### src/rtl/rx_phy_pkg.sv
// Shared definitions for the PHY receive path.
// State encoding, symbol width and the default comma symbol.
package rx_phy_pkg;

    localparam int SYM_W = 8;

    localparam logic [SYM_W-1:0] COM_SYM_DEF = 8'hBC;

    typedef enum logic [1:0] {
        ST_DISABLED = 2'd0,
        ST_HUNT     = 2'd1,
        ST_LOCKED   = 2'd2,
        ST_RECOVER  = 2'd3
    } rx_state_e;

endpackage

### src/rtl/sat_counter.sv
// Width-parameterised up-counter that sticks at all-ones.
// Cleared only by the synchronous active-low reset.
module sat_counter #(
    parameter int WIDTH = 8
) (
    input  logic             clk,
    input  logic             reset,
    input  logic             inc,
    output logic [WIDTH-1:0] count
);

    // Count up on inc, hold once the maximum value is reached.
    always_ff @(posedge clk) begin
        if (!reset) begin
            count <= '0;
        end else if (inc && (count != {WIDTH{1'b1}})) begin
            count <= count + WIDTH'(1);
        end
    end

endmodule

### src/rtl/rx_sync_ctrl.sv
// Receive link-sync controller: hunt for COM run, forward data, drop on errors.
// Optional statistics outputs are enabled with RX_SYNC_CTRL_STATS_EN.
module rx_sync_ctrl
    import rx_phy_pkg::*;
#(
    parameter logic [SYM_W-1:0] COM_SYM    = COM_SYM_DEF,
    parameter int               LOCK_COUNT = 4,
    parameter int               LOSS_COUNT = 3
) (
    input  logic             clk_4f,
    input  logic             reset,
    input  logic             enable,
    input  logic [SYM_W-1:0] byte_in,
    input  logic             sym_err,
    output logic [SYM_W-1:0] data_out,
    output logic             valid_out,
    output logic             locked,
    output logic             lock_lost,
    output logic [1:0]       state
`ifdef RX_SYNC_CTRL_STATS_EN
    ,
    output logic [7:0]       err_total,
    output logic [7:0]       relock_count
`endif
);

    localparam logic [3:0] LOCK_N = 4'(LOCK_COUNT);
    localparam logic [3:0] LOSS_N = 4'(LOSS_COUNT);

    rx_state_e        state_q, state_d;
    logic [3:0]       com_q, com_d;
    logic [3:0]       err_q, err_d;
    logic [SYM_W-1:0] data_d;
    logic             valid_d;
    logic             lost_d;
    logic             clean_com;
    logic [3:0]       com_inc;
    logic [3:0]       err_inc;

    assign clean_com = (byte_in == COM_SYM) && !sym_err;
    assign com_inc   = com_q + 4'd1;
    assign err_inc   = err_q + 4'd1;

    // Next-state and next-output decisions from current state and inputs.
    always_comb begin
        state_d = state_q;
        com_d   = com_q;
        err_d   = err_q;
        data_d  = data_out;
        valid_d = 1'b0;
        lost_d  = 1'b0;
        if (!enable) begin
            state_d = ST_DISABLED;
            com_d   = 4'd0;
            err_d   = 4'd0;
        end else begin
            unique case (state_q)
                ST_DISABLED: begin
                    state_d = ST_HUNT;
                    com_d   = 4'd0;
                end
                ST_HUNT: begin
                    if (clean_com) begin
                        if (com_inc == LOCK_N) begin
                            state_d = ST_LOCKED;
                            com_d   = 4'd0;
                            err_d   = 4'd0;
                        end else begin
                            com_d = com_inc;
                        end
                    end else begin
                        com_d = 4'd0;
                    end
                end
                ST_LOCKED: begin
                    data_d = byte_in;
                    if (sym_err) begin
                        if (err_inc == LOSS_N) begin
                            state_d = ST_RECOVER;
                            lost_d  = 1'b1;
                            err_d   = 4'd0;
                        end else begin
                            err_d = err_inc;
                        end
                    end else begin
                        err_d   = 4'd0;
                        valid_d = (byte_in != COM_SYM);
                    end
                end
                ST_RECOVER: begin
                    state_d = ST_HUNT;
                    com_d   = 4'd0;
                end
                default: begin
                    state_d = ST_DISABLED;
                end
            endcase
        end
    end

    // Register state, counters and all outputs.
    always_ff @(posedge clk_4f) begin
        if (!reset) begin
            state_q   <= ST_DISABLED;
            com_q     <= 4'd0;
            err_q     <= 4'd0;
            data_out  <= '0;
            valid_out <= 1'b0;
            locked    <= 1'b0;
            lock_lost <= 1'b0;
        end else begin
            state_q   <= state_d;
            com_q     <= com_d;
            err_q     <= err_d;
            data_out  <= data_d;
            valid_out <= valid_d;
            locked    <= (state_d == ST_LOCKED);
            lock_lost <= lost_d;
        end
    end

    assign state = state_q;

`ifdef RX_SYNC_CTRL_STATS_EN
    logic err_hit;
    logic relock_hit;

    assign err_hit    = enable && (state_q == ST_LOCKED) && sym_err;
    assign relock_hit = enable && (state_q == ST_HUNT) && (state_d == ST_LOCKED);

    sat_counter #(.WIDTH(8)) u_err_total (
        .clk   (clk_4f),
        .reset (reset),
        .inc   (err_hit),
        .count (err_total)
    );

    sat_counter #(.WIDTH(8)) u_relock_count (
        .clk   (clk_4f),
        .reset (reset),
        .inc   (relock_hit),
        .count (relock_count)
    );
`endif

endmodule
### config.mk
export PLATFORM = sky130hd
export DESIGN_NAME = rx_sync_ctrl
export DESIGN_NICKNAME = d
export VERILOG_FILES = /design/src/rtl/rx_phy_pkg.sv /design/src/rtl/sat_counter.sv /design/src/rtl/rx_sync_ctrl.sv
export SDC_FILE = /design/constraint.sdc
export NUM_CORES = 1
export LEC_CHECK = 0
export ABC_AREA = 1
export BUFFER_PORTS_ARGS = -buffer_cell sky130_fd_sc_hd__buf_2
export CORE_MARGIN = 5
export CORE_UTILIZATION = 40
export CTS_BUF_LIST = sky130_fd_sc_hd__clkbuf_16
export DETAILED_ROUTE_END_ITERATION = 12
export PLACE_DENSITY = 0.72
export SYNTH_ARGS = -nofsm -noshare
export SYNTH_HDL_FRONTEND = slang
export SYNTH_SLANG_ARGS = --single-unit
### constraint.sdc
create_clock -name clk_4f -period 3.1 [get_ports clk_4f]
set_input_delay 0.155 -clock clk_4f [delete_from_list [all_inputs] [get_ports clk_4f]]
set_output_delay 0.155 -clock clk_4f [all_outputs]
set_load 0.05 [all_outputs]
# Yosys cells after proc, flatten, opt, wreduce, memory -nomap -nowiden
# Cells that the tools add are included.
[word_totals]
reg_bits = 21
out_inout_bits = 13
[op_classes]
n_bitwise = 3
reduce_logical = 11
n_mux = 15
n_addsub = 2
n_eq_ne = 10
[op_table]
columns = ["op", "count"]
rows = [
  ["two-way mux 4 bit", 6],
  ["case mux 4 bit (2 select lines)", 2],
  ["two-way mux 2 bit", 5],
  ["adder 4 x 1 -> 4 bit (second input constant)", 2],
  ["== test 8 bit (second input constant)", 1],
  ["inequality test 8 bit (second input constant)", 1],
  ["== test 2 bit (second input constant)", 3],
  ["case mux 2 bit (3 select lines)", 1],
  ["== test 4 x 2 -> 1 bit (second input constant)", 1],
  ["== test 4 x 3 -> 1 bit (second input constant)", 1],
  ["inequality test 2 bit (second input constant)", 2],
  ["AND reduction 2 bit", 2],
  ["AND reduction 4 bit", 1],
  ["nonzero test 2 bit", 2],
  ["OR reduction 4 bit", 1],
  ["inverter 1 bit", 3],
  ["AND reduction 3 bit", 1],
  ["== test 2 x 1 -> 1 bit (second input constant)", 1],
  ["zero test 2 bit", 1],
  ["OR reduction 2 bit", 1],
  ["logical AND 1 bit", 1],
  ["zero test 1 bit", 1],
  ["two-way mux 1 bit", 1],
]

# Longest topological paths before layout
[logic_depth]
word_depth = 7
mapped_depth = 11

# Worst setup path after synthesis
# Ideal clock, no wire load.
[synth_path]
path_kind = "register to register"
start = "reg state_q[0], in the netlist state[0]"
end = "reg data_out[1]"
stages_incl_launch_ff = 8
arrival_ps = 1592
path_slack_ps = 1388
setup_time_ps = 120
n_path_buf = 1
synth_period_minus_slack_ps = 1712
cell_sequence = "dfxtp_1 > inv_1 > ha_1 > nand2_1 > inv_1 > buf_2 > o21ai_0 > a21oi_1"
[synth_between]
elab_chain_len = 2
[synth_rtl]
columns = ["element", "line", "text"]
rows = [
  ["start: declaration", "rx_sync_ctrl.sv:30", "rx_state_e state_q, state_d;"],
  ["start signal: assignment", "rx_sync_ctrl.sv:112", "state_q <= state_d;"],
  ["== test 2 bit", "rx_sync_ctrl.sv:57", "unique case (state_q)"],
  ["AND reduction 2 bit (no source line)", "-", ""],
  ["end signal: assignment", "rx_sync_ctrl.sv:115", "data_out <= data_d;"],
  ["end: declaration", "rx_sync_ctrl.sv:15", "output logic [SYM_W-1:0] data_out,"],
]
# No other way between the ends.
# A chain may end at the register's enable or synchronous reset.

# Final worst setup path
[layout_path]
start = "reg com_q[0]"
end = "reg err_q[3]"
[layout_between]
elab_chain_len = 4
[layout_rtl]
columns = ["element", "line", "text"]
rows = [
  ["start: declaration", "rx_sync_ctrl.sv:31", "logic [3:0] com_q, com_d;"],
  ["start signal: assignment", "rx_sync_ctrl.sv:113", "com_q <= com_d;"],
  ["adder 4 x 1 -> 4 bit", "rx_sync_ctrl.sv:41", "assign com_inc = com_q + 4'd1;"],
  ["== test 4 x 3 -> 1 bit", "rx_sync_ctrl.sv:64", "if (com_inc == LOCK_N) begin"],
  ["inequality test 2 bit (no source line)", "-", ""],
  ["AND reduction 3 bit (no source line)", "-", ""],
  ["end signal: assignment", "rx_sync_ctrl.sv:114", "err_q <= err_d;"],
  ["end: declaration", "rx_sync_ctrl.sv:32", "logic [3:0] err_q, err_d;"],
]
# No other way between the ends.

==> run_results.csv <==
group,metric,value,unit
yosys,synth.most_common_cell,"nand2_1",
status,status,"completed",
yosys,avgSynthCellArea,6.91,µm²
yosys,synth_cell_types,19,
routing,detail_route.wl_per_cell,10.9,µm
routing,routed_wl,2.28,mm
floorplan,die_h,61.6,µm
routing,via_count,1000,
yosys,yosysSeqAreaShare,0.395,
pwr,p_per_area,451,nW/µm²
pwr,vdd_drop_max,0.000477,V
layout,final_nets,200,
routing,antenna_left,0,
global_route,grt.total_usage,0.145,
pwr,p_leak,0.643,nW
placed_design,routabilityCongestion,0.791,
layout,layout-drive-gt1-share,0.183,
setup_path,crit_arrival,1.64,ns
clock_network,cts_setup_buffers,0,
yosys,synth-seq-cells,21,
placed_design,dpl.hpwl,1.82,mm
setup_path,endpoint_kind,"register",
floorplan,die_w,61.6,µm
sta,rsz0062_at_grt,"no",
global_route,grt_pass1_wl,4.08,mm
clock_network,clockBufferDepth,2,
setup_path,cp-start-kind,"register",
yosys,synth_area,1060,µm²
floorplan,design.portCount,25,
sta,final.setup_skew,0.00510,ns
clock_network,cts_hold_buf,0,
sta,timing.slew.headroom,0.787,
clock_network,cts-resized-gates,0,
routing,drc_errors,0,
clock_network,cts_buffers,3,
sta,fin_crit,1.49,ns
global_route,use_met1,0.157,
global_route,grt_max_degree,14,
sta,finalSetupTns,0,ns
layout,nFillCells,266,
layout,area_growth,21.7,%
global_route,antenna_found_initial,0,
yosys,synthTopCellsByCount,"36 x nand2_1, 24 x inv_1, 23 x nor2_1",
global_route,grt_util_met2,0.254,
global_route,grt.overflow.total,0,
routing,drtIter0Drc,23,
clock_network,htree_levels,1,
routing,drt-pass1-iter-count,4,
routing,vias_per_cell,4.76,
yosys,yosys_warnings,0,
clock_network,insertion_delay,0.26,ns
yosys,synth_top_area_share,0.395,
setup_path,path_max_fanout,6,
yosys,yosys-top-cells-area,"dfxtp_1 39%, nand2_1 13%, inv_1 8.5%",
floorplan,core_area,2520,µm²
global_route,grt_pass1_vias,989,
floorplan,dieArea,3790,µm²
sta,worstMarginPinSlew,0.319,ns
sta,hold_viol,0,
global_route,grt_util_met3,0.0482,
clock_network,clk_pin_slew,0.06,ns
clock_network,cts_tree,"built",
yosys,async_flop_share,0,
flow_run,maxCapViolCount,0,
placed_design,io_buffer_count,24,
setup_path,crit_type,"register to register",
yosys,yosys.area.top_type,"dfxtp_1",
floorplan,num_rows,18,
global_route,busiest_layer,"met2",
floorplan,initial_core_util,0.422,
yosys,synth-edff-count,0,
clock_network,cts_sinks,21,
sta,min_period_over_period,0.479,
yosys,ys.flop_type,"dfxtp_1",
yosys,syn_inst,154,
worst_hold_path,hold_class,"primary input to register",
sta,setup_viol,0,
setup_path,cp_data_required_time,3.25,ns
layout,utilization,0.514,
clock_network,clockRootBuffer,"clkbuf_16",
sta,max_freq,673,MHz
sta,finalMaxSlewViolations,0,
yosys,syn_nets,173,
layout,n_antenna_cell,0,
setup_path,ff2ff_setup_slack,1.61,ns
## flip-flops by register name, summed over array words and instances, names as in the netlist
name and cells:
data_out 8, lock_lost 1, com_q 4, state 2, valid_out 1, err_q 4
locked 1
## final timing paths
path / startpoint / to / cells past startpoint
worst max register to register: com_q[0] / err_q[3] / 9
worst max-delay path: com_q[0] / err_q[3] / 9
worst min register to register: data_out[3] / data_out[3] / 2
worst min-delay path: byte_in[0] / data_out[0] / 3
## logic make-up after synthesis
logic type | Yosys count | share of synthesized area
AND/OR/NAND/NOR | 77 | 0.315
flip-flops | 21 | 0.395
adder cells (fa/ha/maj) | 7 | 0.0823
AO/OA/AOI/OAI | 21 | 0.0987
buffers and inverters | 26 | 0.0928
XOR/XNOR | 2 | 0.0165
## power breakdown
part / leakage [nW] / internal (W) / switching, W
Combinational: 0.436 / 0.0000122 / 0.0000224
Sequential: 0.169 / 0.000271 / 0.000000682
Clock: 0.0371 / 0.000175 / 0.000104
Total: 0.643 / 0.000458 / 0.000127
## area by class of cell
type | count | area, µm² | area share
inverter | 24 | 90.1 | 0.0695
multi-input combinational | 107 | 546 | 0.421
clock buffer | 3 | 75.1 | 0.0579
sequential | 21 | 420 | 0.324
timing repair buffer | 24 | 120 | 0.0927
tap | 30 | 37.5 | 0.0290
clock inverter | 1 | 7.51 | 0.00579
## through the flow
| stage | instances | hold WS [ns] | area, µm² | setup slack (ns) | total power (W) |
|---|---|---|---|---|---|
| floorplan | 154 | 0.303 | 1060 | 1.39 | 0.000299 |
| global placement | 206 | 0.408 | 1210 | 1.67 | 0.000311 |
| detailed placement | 206 | 0.422 | 1210 | 1.64 | 0.000312 |
| CTS | 210 | 0.149 | 1300 | 1.61 | 0.000592 |
| global route | 210 | 0.143 | 1300 | 1.42 | 0.000615 |
| finish | 210 | 0.148 | 1300 | 1.61 | 0.000585 |
## worst max-delay path: stages (launching register included)
cell     delay, ns
dfxtp_1       0.39
ha_1          0.18
xor2_1        0.19
nand2_1       0.09
nor2_2        0.16
nand2_2       0.12
nand2_4       0.11
nand2_1       0.06
nand2_1       0.05
nor2_1        0.04
## routing by layer
metal / vias up / part of all wire
met2: 23 / 0.49
met1: 440 / 0.43
met4: 0 / 0.022
li1: 531 / -
met3: 6 / 0.060
met5: - / 0
## placed cells by master (no fill, tap or decap), drive strengths merged, types with 2 or more instances in the layout
master,netlist,routed
dfxtp,21,21
nand3,10,10
xor2,2,2
clkbuf,1,3
ha,7,7
buf,1,24
nand4,2,2
nor2,24,24
a21oi,10,10
inv,24,24
nor3,2,2
nand2,38,38
o21ai,11,11
No activity file was read; power rests on OpenSTA's default activity.
